===== src/rtl/kronos_types.sv =====
`default_nettype none
// ============================================================================
//  Module      : kronos_types (package)
//  Description : Shared types for the Kronos memory arbiter.
//  Revision    : 1.0 - initial release
// ============================================================================
package kronos_types;

    localparam logic [1:0] ARB_IDLE   = 2'd0;
    localparam logic [1:0] ARB_BUSY_I = 2'd1;
    localparam logic [1:0] ARB_BUSY_D = 2'd2;

    typedef enum logic [1:0] {
        IDLE   = ARB_IDLE,
        BUSY_I = ARB_BUSY_I,
        BUSY_D = ARB_BUSY_D
    } arb_state_e;

    localparam int unsigned STREAK_W = 4;

endpackage
`default_nettype wire


===== src/rtl/kronos_mem_arbiter.sv =====
`default_nettype none
// ============================================================================
//  Module      : kronos_mem_arbiter
//  Description : Shares one memory port between instruction and data sides.
//  Revision    : 1.0 - initial release
// ============================================================================
module kronos_mem_arbiter
    import kronos_types::*;
#(
    parameter int unsigned STARVE_LIMIT = 4
) (
    input  logic        clk,
    input  logic        rst,
    input  logic [31:0] instr_addr,
    input  logic        instr_req,
    output logic [31:0] instr_data,
    output logic        instr_gnt,
    input  logic [31:0] data_addr,
    input  logic [31:0] data_wr_data,
    input  logic [3:0]  data_wr_mask,
    input  logic        data_rd_req,
    input  logic        data_wr_req,
    output logic [31:0] data_rd_data,
    output logic        data_gnt,
    output logic [31:0] mem_addr,
    output logic [31:0] mem_wr_data,
    output logic [3:0]  mem_wr_mask,
    output logic        mem_we,
    output logic        mem_req,
    input  logic [31:0] mem_rd_data,
    input  logic        mem_gnt
);

    localparam logic [STREAK_W-1:0] c_STREAK_MAX = STREAK_W'(STARVE_LIMIT);

    arb_state_e          state_q, state_d;
    logic [STREAK_W-1:0] streak_q, streak_d;
    logic [31:0]         addr_q, addr_d;
    logic [31:0]         wr_data_q, wr_data_d;
    logic [3:0]          wr_mask_q, wr_mask_d;
    logic                we_q, we_d;
    logic                w_data_pend;
    logic                w_take_data;

    assign w_data_pend = data_rd_req | data_wr_req;
    // Data wins unless the fetch has already been passed over STARVE_LIMIT times.
    assign w_take_data = w_data_pend && (!instr_req || (streak_q < c_STREAK_MAX));

    always_comb begin
        state_d   = state_q;
        streak_d  = streak_q;
        addr_d    = addr_q;
        wr_data_d = wr_data_q;
        wr_mask_d = wr_mask_q;
        we_d      = we_q;
        case (state_q)
            IDLE: begin
                if (w_take_data) begin
                    state_d   = BUSY_D;
                    addr_d    = data_addr;
                    we_d      = data_wr_req;
                    wr_data_d = data_wr_data;
                    wr_mask_d = data_wr_req ? data_wr_mask : 4'h0;
                end else if (instr_req) begin
                    state_d   = BUSY_I;
                    addr_d    = instr_addr;
                    we_d      = 1'b0;
                    wr_data_d = 32'h0;
                    wr_mask_d = 4'h0;
                end
            end
            BUSY_I: begin
                if (mem_gnt) begin
                    state_d  = IDLE;
                    streak_d = '0;
                end
            end
            BUSY_D: begin
                if (mem_gnt) begin
                    state_d = IDLE;
                    if (!instr_req) begin
                        streak_d = '0;
                    end else if (streak_q < c_STREAK_MAX) begin
                        streak_d = streak_q + 1'b1;
                    end
                end
            end
            default: state_d = IDLE;
        endcase
    end

    always_ff @(posedge clk or posedge rst) begin
        if (rst) begin
            state_q   <= IDLE;
            streak_q  <= '0;
            addr_q    <= 32'h0;
            wr_data_q <= 32'h0;
            wr_mask_q <= 4'h0;
            we_q      <= 1'b0;
        end else begin
            state_q   <= state_d;
            streak_q  <= streak_d;
            addr_q    <= addr_d;
            wr_data_q <= wr_data_d;
            wr_mask_q <= wr_mask_d;
            we_q      <= we_d;
        end
    end

    assign mem_req      = (state_q != IDLE);
    assign mem_addr     = addr_q;
    assign mem_wr_data  = wr_data_q;
    assign mem_wr_mask  = wr_mask_q;
    assign mem_we       = we_q;
    assign instr_gnt    = (state_q == BUSY_I) && mem_gnt;
    assign data_gnt     = (state_q == BUSY_D) && mem_gnt;
    assign instr_data   = mem_rd_data;
    assign data_rd_data = mem_rd_data;

endmodule
`default_nettype wire


===== config.mk =====
export PLATFORM = sky130hd
export DESIGN_NAME = kronos_mem_arbiter
export DESIGN_NICKNAME = d
export VERILOG_FILES = /design/src/rtl/kronos_types.sv /design/src/rtl/kronos_mem_arbiter.sv
export SDC_FILE = /design/constraint.sdc
export NUM_CORES = 1
export LEC_CHECK = 0
export CAP_MARGIN = 20
export CORE_MARGIN = 1.5
export CORE_UTILIZATION = 35
export DETAILED_ROUTE_END_ITERATION = 8
export PLACE_DENSITY = 0.88
export SYNTH_ARGS = -nofsm -noshare
export SYNTH_HDL_FRONTEND = slang
export SYNTH_SLANG_ARGS = --single-unit

===== constraint.sdc =====
create_clock -name clk -period 2.5 [get_ports clk]
set_input_delay 0.25 -clock clk [delete_from_list [all_inputs] [get_ports clk]]
set_output_delay 0.25 -clock clk [all_outputs]
set_load 0.02 [all_outputs]

==> results of run 1 <==
==> worst max-delay path, stage by stage, from the launching register on <==
cell             delay, ps
dfrtp_1                410
inv_1                  100
ha_1                   270
inv_1                  160
clkdlybuf4s50_1        630
==> area by class of cell <==
class	count	area, um2
fill	918	5009
sequential	75	1877
timing repair buffer	181	1827
multi-input combinational	134	1162
tap	136	170.2
clock buffer	10	127.6
clock inverter	6	88.84
inverter	4	16.27
==> final timing paths <==
kind,to,cells after the start
max reg2reg,mem_addr[23],6
max,mem_req,4
max in group asynchronous,mem_wr_data[30],3
min,mem_addr[24],2
min reg2reg,mem_wr_data[23],1
min in group clk,instr_data[22],0
==> sequential cells by signal, indices dropped and copies added, names as in the netlist <==
signal       flops
mem_addr        32
mem_we           1
mem_wr_data     32
mem_wr_mask      4
state_q          2
streak_q         4
==> through the flow <==
step	util	std cells	power (mW)	setup slack, ps	hold WS, ps
finish	0.5127	546	6.559	340.6	300.2
CTS	0.5127	546	6.634	320.1	313.3
global route	0.5127	546	6.949	266.0	348.6
global placement	0.4916	530	5.483	476.1	481.8
floorplan	-	296	4.181	340.0	389.7
detailed placement	0.4916	530	5.567	399.0	483.0
==> cells in the mapped netlist (all sizes together) <==
| master | n | share of area |
|---|---|---|
| nor2b | 1 | 0.0017 |
| o2bb2ai | 1 | 0.0024 |
| nor2 | 1 | 0.0017 |
| nand3 | 1 | 0.0014 |
| buf | 80 | 0.17 |
| a2bb2oi | 1 | 0.0024 |
| o31ai | 1 | 0.0034 |
| nor3b | 1 | 0.0051 |
| o211ai | 1 | 0.0020 |
| nand4b | 2 | 0.0047 |
| a221o | 32 | 0.087 |
| o221ai | 1 | 0.0024 |
| nand3b | 1 | 0.0020 |
| a32o | 4 | 0.012 |
| dfrtp | 75 | 0.51 |
| ha | 6 | 0.020 |
| a22o | 35 | 0.083 |
| inv | 4 | 0.0041 |
| o21ai | 2 | 0.0037 |
| nand2b | 2 | 0.0034 |
| o41ai | 1 | 0.0024 |
| clkbuf | 3 | 0.0030 |
| and2 | 36 | 0.061 |
| nand2 | 2 | 0.0020 |
| mux2i | 1 | 0.0027 |
| o311a | 1 | 0.0058 |
==> layout by cell type, fill, tap and decap left out, types with 2 or more instances in the layout <==
| cell | Yosys | final |
|---|---|---|
| dfrtp_1 | 75 | 75 |
| clkbuf_8 | 0 | 9 |
| clkdlybuf4s50_1 | 0 | 177 |
| ha_1 | 6 | 6 |
| buf_12 | 0 | 2 |
| bufinv_16 | 0 | 2 |
| a221o_1 | 32 | 32 |
| and2_1 | 36 | 36 |
| nand4b_1 | 2 | 2 |
| a32o_2 | 4 | 4 |
| nand2_1 | 2 | 2 |
| nand2b_1 | 2 | 2 |
| a22o_1 | 35 | 35 |
| buf_4 | 69 | 2 |
| clkinv_2 | 0 | 2 |
| clkinvlp_4 | 0 | 2 |
| inv_1 | 4 | 3 |
==> power by group <==
| part | total [mW] | switching, mW | internal [mW] |
|---|---|---|---|
| combinational | 3.44 | 1.68 | 1.76 |
| clock | 1.02 | 0.460 | 0.564 |
| sequential | 2.09 | 0.320 | 1.77 |
==> per-layer routing <==
layer,part of all wire,up-vias
met1,0.39,1315
met3,0.089,23
met4,0.023,0
li1,-,1241
met2,0.50,172
met5,0,-
==> logic make-up (layout without fill, tap and decap cells) <==
logic type               Yosys count  after routing  share of synthesized area
buffers and inverters             87            201                     0.1793
AO/OA/AOI/OAI                     80             80                     0.2064
flip-flops                        75             75                     0.5083
AND/OR/NAND/NOR                   47             47                    0.08303
adder cells (fa/ha/maj)            6              6                    0.02033
multiplexers                       1              1                   0.002711
==> results.md, run 1 <==
* CORE AREA at 0.01028 mm2
* Root Buffer: clkbuf_8
* Cts-stage hold buffer count at 0
* Status: finished clean
* Slew @ Worst Pin at 671.4 ps
* Worst min path class: in2async
* CP arrival at 1910 ps
* Die width at 105.7 um
* YS warnings at 0
* Placed cell area at 0.005052 mm2
* Antenna Cells at 0
* Post-CTS sizing at 0
* DRC errors left at 0
* Area delta synth->final at 42.70%
* Remaining antenna violation count at 0
* CP Capture Type: output pin
* Wirelength per Cell at 17.85 um
* Endpoints failing hold at 0
* Distinct cell type count after synthesis at 29
* Max Root-Sink Buffers at 2
* GR Util met1 at 0.2055
* Maximum vdd drop at 0.5149 mV
* GP Congestion at 0.8056
* Via density at 5.038
* Tcrit/Tclk final at 0.8637
* Seq/Total Area, Yosys at 0.5083
* Final TNS setup at 0 ps
* Power per cell area at 1245 mW/mm2
* CP required at 2250 ps
* Setup violations, final at 0
* Share of cells above drive strength 1 at 0.07073
* Initial DRC count at 121
* Worst Path Max Fanout at 4
* Syn_area_per_cell at between 10 and 15 um2
* Largest net degree at the start of global routing at 70
* # IOs at 274
* Worst-path clk slew at 90 ps
* CTS buffer count at 9
* DP HPWL at between 7 and 8 mm
* Fmax at approximately 460 MHz
* H-tree Lvls at 3
* Most used routing layer: met2
* Sink Count at 75
* Global Route met3 Usage at 0.05133
* Initial core utilization at 0.3593
* Vias in the first global route at 2915
* Met2 usage at 0.2904
* Seq cells post-synth at 75
* Skew final at between 10 and 15 ps
* Register-to-register setup slack at between 500 and 600 ps
* Final Max Slew Viols at 0
* Post-Syn Nets at 440
* Antenna violations before repair at 0
* Via count at 2751
* Final Instance Area at 0.005269 mm2
* Startpoint types: register
* Kind of critical path: reg2out
* CP startpoint: state_q[0]
* Drt pass-1 iters at 4
* CTS tree: done
* Die ar. at 0.01117 mm2
* Clk Latency, worst-skew pair at between 300 and 400 ps
* Post-CTS Setup Bufs at 0
* Mapped Cells at between 200 and 300
* Post-layout minimum cycle time at 2159 ps
* Final nets at approximately 550
* First-pass GRT wire length at 14.91 mm
* Post-synthesis instance area at about 0.0037 mm2
* Total Wirelength at 9.747 mm
* Crit Reg-Reg Startpoint: state_q[0]
* GRT overflow at 0
* IO buf count at 177
* Unrepaired setup endpoints after global routing: no
* Global Route Usage Sum at 0.1733
* Die Y at ~110 um
* Leakage power at 2.228 nW
* Slew HR at 0.5519
* Maxcap violations at 0
* # rows at 37
Note: power is estimated with default switching activity, not from simulation.
==> run 2: changes to the inputs <==
--- a/config.mk
+++ b/config.mk
@@ -6,10 +6,11 @@
 export NUM_CORES = 1
 export LEC_CHECK = 0
 export CAP_MARGIN = 20
-export CORE_MARGIN = 1.5
-export CORE_UTILIZATION = 35
+export CORE_ASPECT_RATIO = 1.5
+export CORE_MARGIN = 5
+export CORE_UTILIZATION = 26
 export DETAILED_ROUTE_END_ITERATION = 8
-export PLACE_DENSITY = 0.88
+export PLACE_DENSITY = 0.7
 export SYNTH_ARGS = -nofsm -noshare
 export SYNTH_HDL_FRONTEND = slang
 export SYNTH_SLANG_ARGS = --single-unit
==> constraint.sdc (replaced) <==
create_clock -name clk -period 2.5 [get_ports clk]
set_input_delay 0.25 -clock clk [delete_from_list [all_inputs] [get_ports clk]]
set_output_delay 0.25 -clock clk [all_outputs]
set_load 0.005 [all_outputs]
==> run 2 against run 1 <==
Effect of this change: sequential power barely moved; worst setup slack improved by 120 ps; core utilization fell by 12 points; global-route usage fell by 5.2 points; register-to-register slack barely moved; critical path type unchanged; largest power group unchanged.
==> results.md, run 2 (synthesis gave the netlist of run 1 again) <==
* Status: finished clean
* GRT overflow at 0
* Slew @ Worst Pin at 666.1 ps
* Die Y at between 150 and 200 um
* Worst Path Max Fanout at 4
* H-tree Lvls at 3
* Total Wirelength at about 10 mm
* DR WL met2 at 5.412 mm
* # rows at 53
* CP Capture Type: output pin
* Final nets at 549
* CTS tree: done
* CORE AREA at 0.01399 mm2
* Root Buffer: clkbuf_16
* First-pass GRT wire length at 15.70 mm
* Final TNS setup at 0 ps
* PnR worst setup slack at between 400 and 500 ps
* Area delta synth->final at 47.24%
* Final Max Slew Viols at 0
* Via density at between 4 and 5
* Cts-stage hold buffer count at 0
* Clk Latency, worst-skew pair at 330 ps
* Kind of critical path: reg2out
* Met3 routed WL at slightly above 900 um
* Post-layout minimum cycle time at 2037 ps
* Non-filler cells, final at approximately 600
* Crit path cell chain: inv_1 > ha_1 > inv_1 > clkdlybuf4s50_1
* Largest net degree at the start of global routing at 70
* Slew HR at 0.5554
* Inst Count DP at between 500 and 600
* GP Congestion at 0.7146
* DRC errors left at 0
* Dpl ws at 311.5 ps
* Antenna violations before repair at 0
* Setup violations, final at 0
* Die width at between 100 and 150 um
* Antenna Cells at 0
* Endpoints failing hold at 0
* CP arrival at 1790 ps
* Leakage power at 2.269 nW
* Most frequent cells in the layout: clkdlybuf4s50_1, dfrtp_1, and2_1
* CP max-delay cell: clkdlybuf4s50_1
* IO buf count at 177
* Unrepaired setup endpoints after global routing: no
* Initial DRC count at 61
* Worst-path clk slew at 60 ps
* Remaining antenna violation count at 0
* Tcrit/Tclk final at 0.8147
* Share of cells above drive strength 1 at 0.07317
* Sink Count at 75
* Maxcap violations at 0
* Startpoint types: register
* Wirelength per Cell at 17.14 um
* Crit Reg-Reg Startpoint: state_q[0]
* Skew final at 9.814 ps
* Max Root-Sink Buffers at 2
* Slowest stage delay, CP at 530 ps
* Commonest non-fill, non-tap cell in the layout: clkdlybuf4s50_1
* Power per cell area at 1135 mW/mm2
* CP startpoint: state_q[0]
* # IOs at between 200 and 300
* Fmax at 491.0 MHz
* Worst min path class: in2async
* Vias in the first global route at 3096
* Die ar. at 0.01673 mm2
* M1 WL at 3.387 mm
* Post-CTS sizing at 0
* Initial core utilization at 0.2639
* Post-CTS Setup Bufs at 0
* Via count at 2701
* Drt pass-1 iters at 4
* DP HPWL at 7.833 mm
* CP required at 2250 ps
* Most Frequent Cell on Critical Path: inv_1
* Global Route Usage Sum at 0.1209
* CTS buffer count at 9
* Highest routed metal layer: met4
* Maximum vdd drop at ~0.41 mV
==> run 2: changes by cell type in the layout (fill, tap and decap cells not counted), sizes merged <==
cell	before	now
bufinv	2	1
clkinvlp	2	3
clkbuf	10	11
inv	4	3
==> run 2: path summary, 6_finish.rpt <==
| check | to | slack (ps) | depth (start not counted) |
|---|---|---|---|
| max reg2reg | mem_addr[24] | 580 | 6 |
| max in group asynchronous | streak_q[1] | 1530 | 3 |
| min in group clk | mem_wr_mask[2] | 490 | 1 |
| min reg2reg | mem_wr_mask[2] | 490 | 1 |
| max | mem_req | 460 | 4 |
| min | mem_addr[24] | 330 | 2 |
==> run 2: per-layer routing <==
| metal | global-route usage | up-vias |
|---|---|---|
| li1 | - | 1238 |
| met1 | 0.1117 | 1264 |
| met2 | 0.2205 | 141 |
| met3 | 0.04058 | 58 |
| met4 | 0.08166 | 0 |
| met5 | 0 | - |
==> run 2: stage by stage <==
step	hold WS [ps]	power, mW	area, um2	util
after detailed placement	484.1	4.905	5122	0.3661
after global placement	477.9	4.818	5122	0.3661
after CTS	338.0	6.300	5436	0.3885
after global routing	377.1	6.571	5436	0.3885
final	330.2	6.169	5436	0.3885
after floorplan	389.7	3.484	3692	-
==> run 2: cell type report <==
type                            instances  area [um2]
Clock buffer                           11       252.7
Clock inverter                          5       61.31
Fill cell                            1351        8556
Inverter                                4       16.27
Multi-Input combinational cell        134        1162
Sequential cell                        75        1877
Tap cell                              192       240.2
Timing Repair Buffer                  181        1827
==> run 2: critical path, delay by kind of cell, from the launching register on <==
family	cells	cell delay (ps)
adder cells (fa/ha/maj)	1	270
buffers and inverters	3	790
flip-flops	1	390
==> run 2: power breakdown <==
group | leakage [nW] | switching (mW) | total, mW | internal, mW
Sequential | 0.935 | 0.309 | 2.08 | 1.77
Clock | 0.144 | 0.495 | 1.32 | 0.828
Combinational | 1.19 | 1.01 | 2.76 | 1.75
Total | 2.27 | 1.82 | 6.17 | 4.35
==> run 3: changes to the inputs <==
--- a/config.mk
+++ b/config.mk
@@ -10,7 +10,7 @@
 export CORE_MARGIN = 5
 export CORE_UTILIZATION = 26
 export DETAILED_ROUTE_END_ITERATION = 8
-export PLACE_DENSITY = 0.7
+export PLACE_DENSITY = 0.73
 export SYNTH_ARGS = -nofsm -noshare
 export SYNTH_HDL_FRONTEND = slang
 export SYNTH_SLANG_ARGS = --single-unit
==> constraint.sdc (replaced) <==
create_clock -name clk -period 1.7 [get_ports clk]
set_input_delay 0.17 -clock clk [delete_from_list [all_inputs] [get_ports clk]]
set_output_delay 0.17 -clock clk [all_outputs]
set_load 0.005 [all_outputs]
==> run 3 against run 2 <==
Effect of this change: core utilization rose by 1.3 points; sequential power rose by 47%; combinational power increased by 65%; critical path depth unchanged; flip-flop and latch count unchanged; final cell count increased by 2.2%; clock power grew 44%; critical endpoint is now instr_gnt.
==> results.md, run 3 (synthesis gave the netlist of run 1 again) <==
* Maxcap violations at 0
* Largest net degree at the start of global routing at 76
* Register area at 0.001877 mm2
* Clk Latency, worst-skew pair at 330 ps
* Initial core utilization at 0.2639
* Crit path cell chain: buf_4 > ha_1 > and2_1 > dlygate4sd2_1
* GRT overflow at 0
* DRC errors left at 0
* Die ar. at 0.01673 mm2
* Worst Path Max Fanout at 3
* Hold_ws at 333.0 ps
* Fill cell count at around 1.4k
* Antenna Cells at 0
* Sink Count at 75
* CTS buffer count at 9
* # rows at 53
* Worst-path clk slew at about 60 ps
* DP HPWL at 8.280 mm
* Slew @ Worst Pin at roughly 450 ps
* CP Capture Type: output pin
* Global Route Usage Sum at 0.1330
* Status: finished clean
* Unrepaired setup endpoints after global routing: no
* # IOs at 274
* Root Buffer: clkbuf_16
* CP arrival at 1450 ps
* H-tree Lvls at 3
* Share of cells above drive strength 1 at 0.1111
* IO buf count at 177
* Antenna violations before repair at 0
* Slowest stage delay, CP at roughly 400 ps
* Via count at 2812
* CP max-delay cell: dfrtp_1
* Drt pass-1 iters at 4
* Most frequent cells in the layout: clkdlybuf4s50_1, dfrtp_1, and2_1
* Multi-input gate area at 0.001187 mm2
* Wirelength per Cell at 18.25 um
* Die width at between 100 and 150 um
* CP startpoint: state_q[0]
* Remaining antenna violation count at 0
* Endpoints failing hold at 0
* Power per cell area at 1693 mW/mm2
* Slew HR at 0.6992
* CP required at 1530 ps
* Max Root-Sink Buffers at 2
* Final Max Slew Viols at 0
* GP Congestion at 0.7709
* Tcrit/Tclk final at 0.9524
* Area delta synth->final at 52.05%
* Cts-stage hold buffer count at 0
* Leakage power at 2.366 nW
* CTS tree: done
* Skew final at 8.111 ps
* Total Wirelength at 11.23 mm
* Maximum vdd drop at between 0.5 and 0.6 mV
* Fmax at 617.7 MHz
* Via density at 4.572
* Startpoint types: register
* Final nets at approximately 560
* Worst min path class: in2async
* Commonest non-fill, non-tap cell in the layout: clkdlybuf4s50_1
* CORE AREA at 0.01399 mm2
* Crit Reg-Reg Startpoint: state_q[0]
* Post-layout minimum cycle time at 1619 ps
* First-pass GRT wire length at 16.99 mm
* Setup violations, final at 0
* Kind of critical path: reg2out
* Die Y at 156.0 um
* Power Total at ~9.5 mW
* Initial DRC count at between 70 and 80
* Vias in the first global route at 3242
run 3: worst max-delay path: cells and delay by family (launching register included):
kind / cells / cell delay, ps
DFF: 1 / 390
adders and majority gates: 1 / 200
buffers and inverters: 2 / 400
and+or+nand+nor: 1 / 130
run 3: path summary, 6_finish.rpt:
| check | endpoint | slack, ps | cells past startpoint |
|---|---|---|---|
| max in group asynchronous | mem_addr[23] | 1060 | 3 |
| max reg2reg | mem_wr_mask[3] | 110 | 7 |
| min | mem_addr[25] | 330 | 3 |
| max | instr_gnt | 80 | 4 |
| min reg2reg | mem_wr_mask[0] | 500 | 1 |
| min in group clk | data_rd_data[11] | 340 | 0 |
run 3: area by class of cell:
cell class / instances / area share
repair buffers: 194 / 0.3539
inverters: 4 / 0.003789
multi-input cells: 134 / 0.2115
clock inverters: 7 / 0.01359
clock buffers: 9 / 0.04012
flip-flops and latches: 75 / 0.3343
well taps: 192 / 0.04279
run 3: metrics by stage:
stage / setup WS, ps / area [um2] / utilization / instances / setup TNS, ps
4_1_cts: 45.32 / 5610 / 0.4010 / 615 / 0
5_1_grt: 4.427 / 5614 / 0.4012 / 615 / 0
3_3_place_gp: -68.29 / 5245 / 0.3749 / 597 / -2371
2_1_floorplan: 112.6 / 3696 / - / 296 / 0
6_report: 81.00 / 5614 / 0.4012 / 615 / 0
3_5_place_dp: -116.8 / 5245 / 0.3749 / 597 / -5850
run 3: where the power goes:
part           switching (mW)  leakage, nW  internal (mW)
combinational            1.67         1.29           2.87
clock                   0.750        0.142           1.15
sequential              0.454        0.935           2.61
total                    2.87         2.37           6.63
run 3: timing repair:
item / in CTS / in global routing
buffers inserted: 1 / 0
resized for setup: 10 / 1
pin swaps: 1 / 0
gates cloned: 1 / 0
endpoints found under the setup margin: 50 / 3
hold endpoints to repair: 0 / 0
run 3: per-layer routing:
metal  GRT usage  up-vias  wire, um
met5           0        -         0
met4     0.09445        0       580
met3     0.04058       53       914
met2      0.2411      158      5816
met1      0.1250     1332      3913
li1            -     1269         -
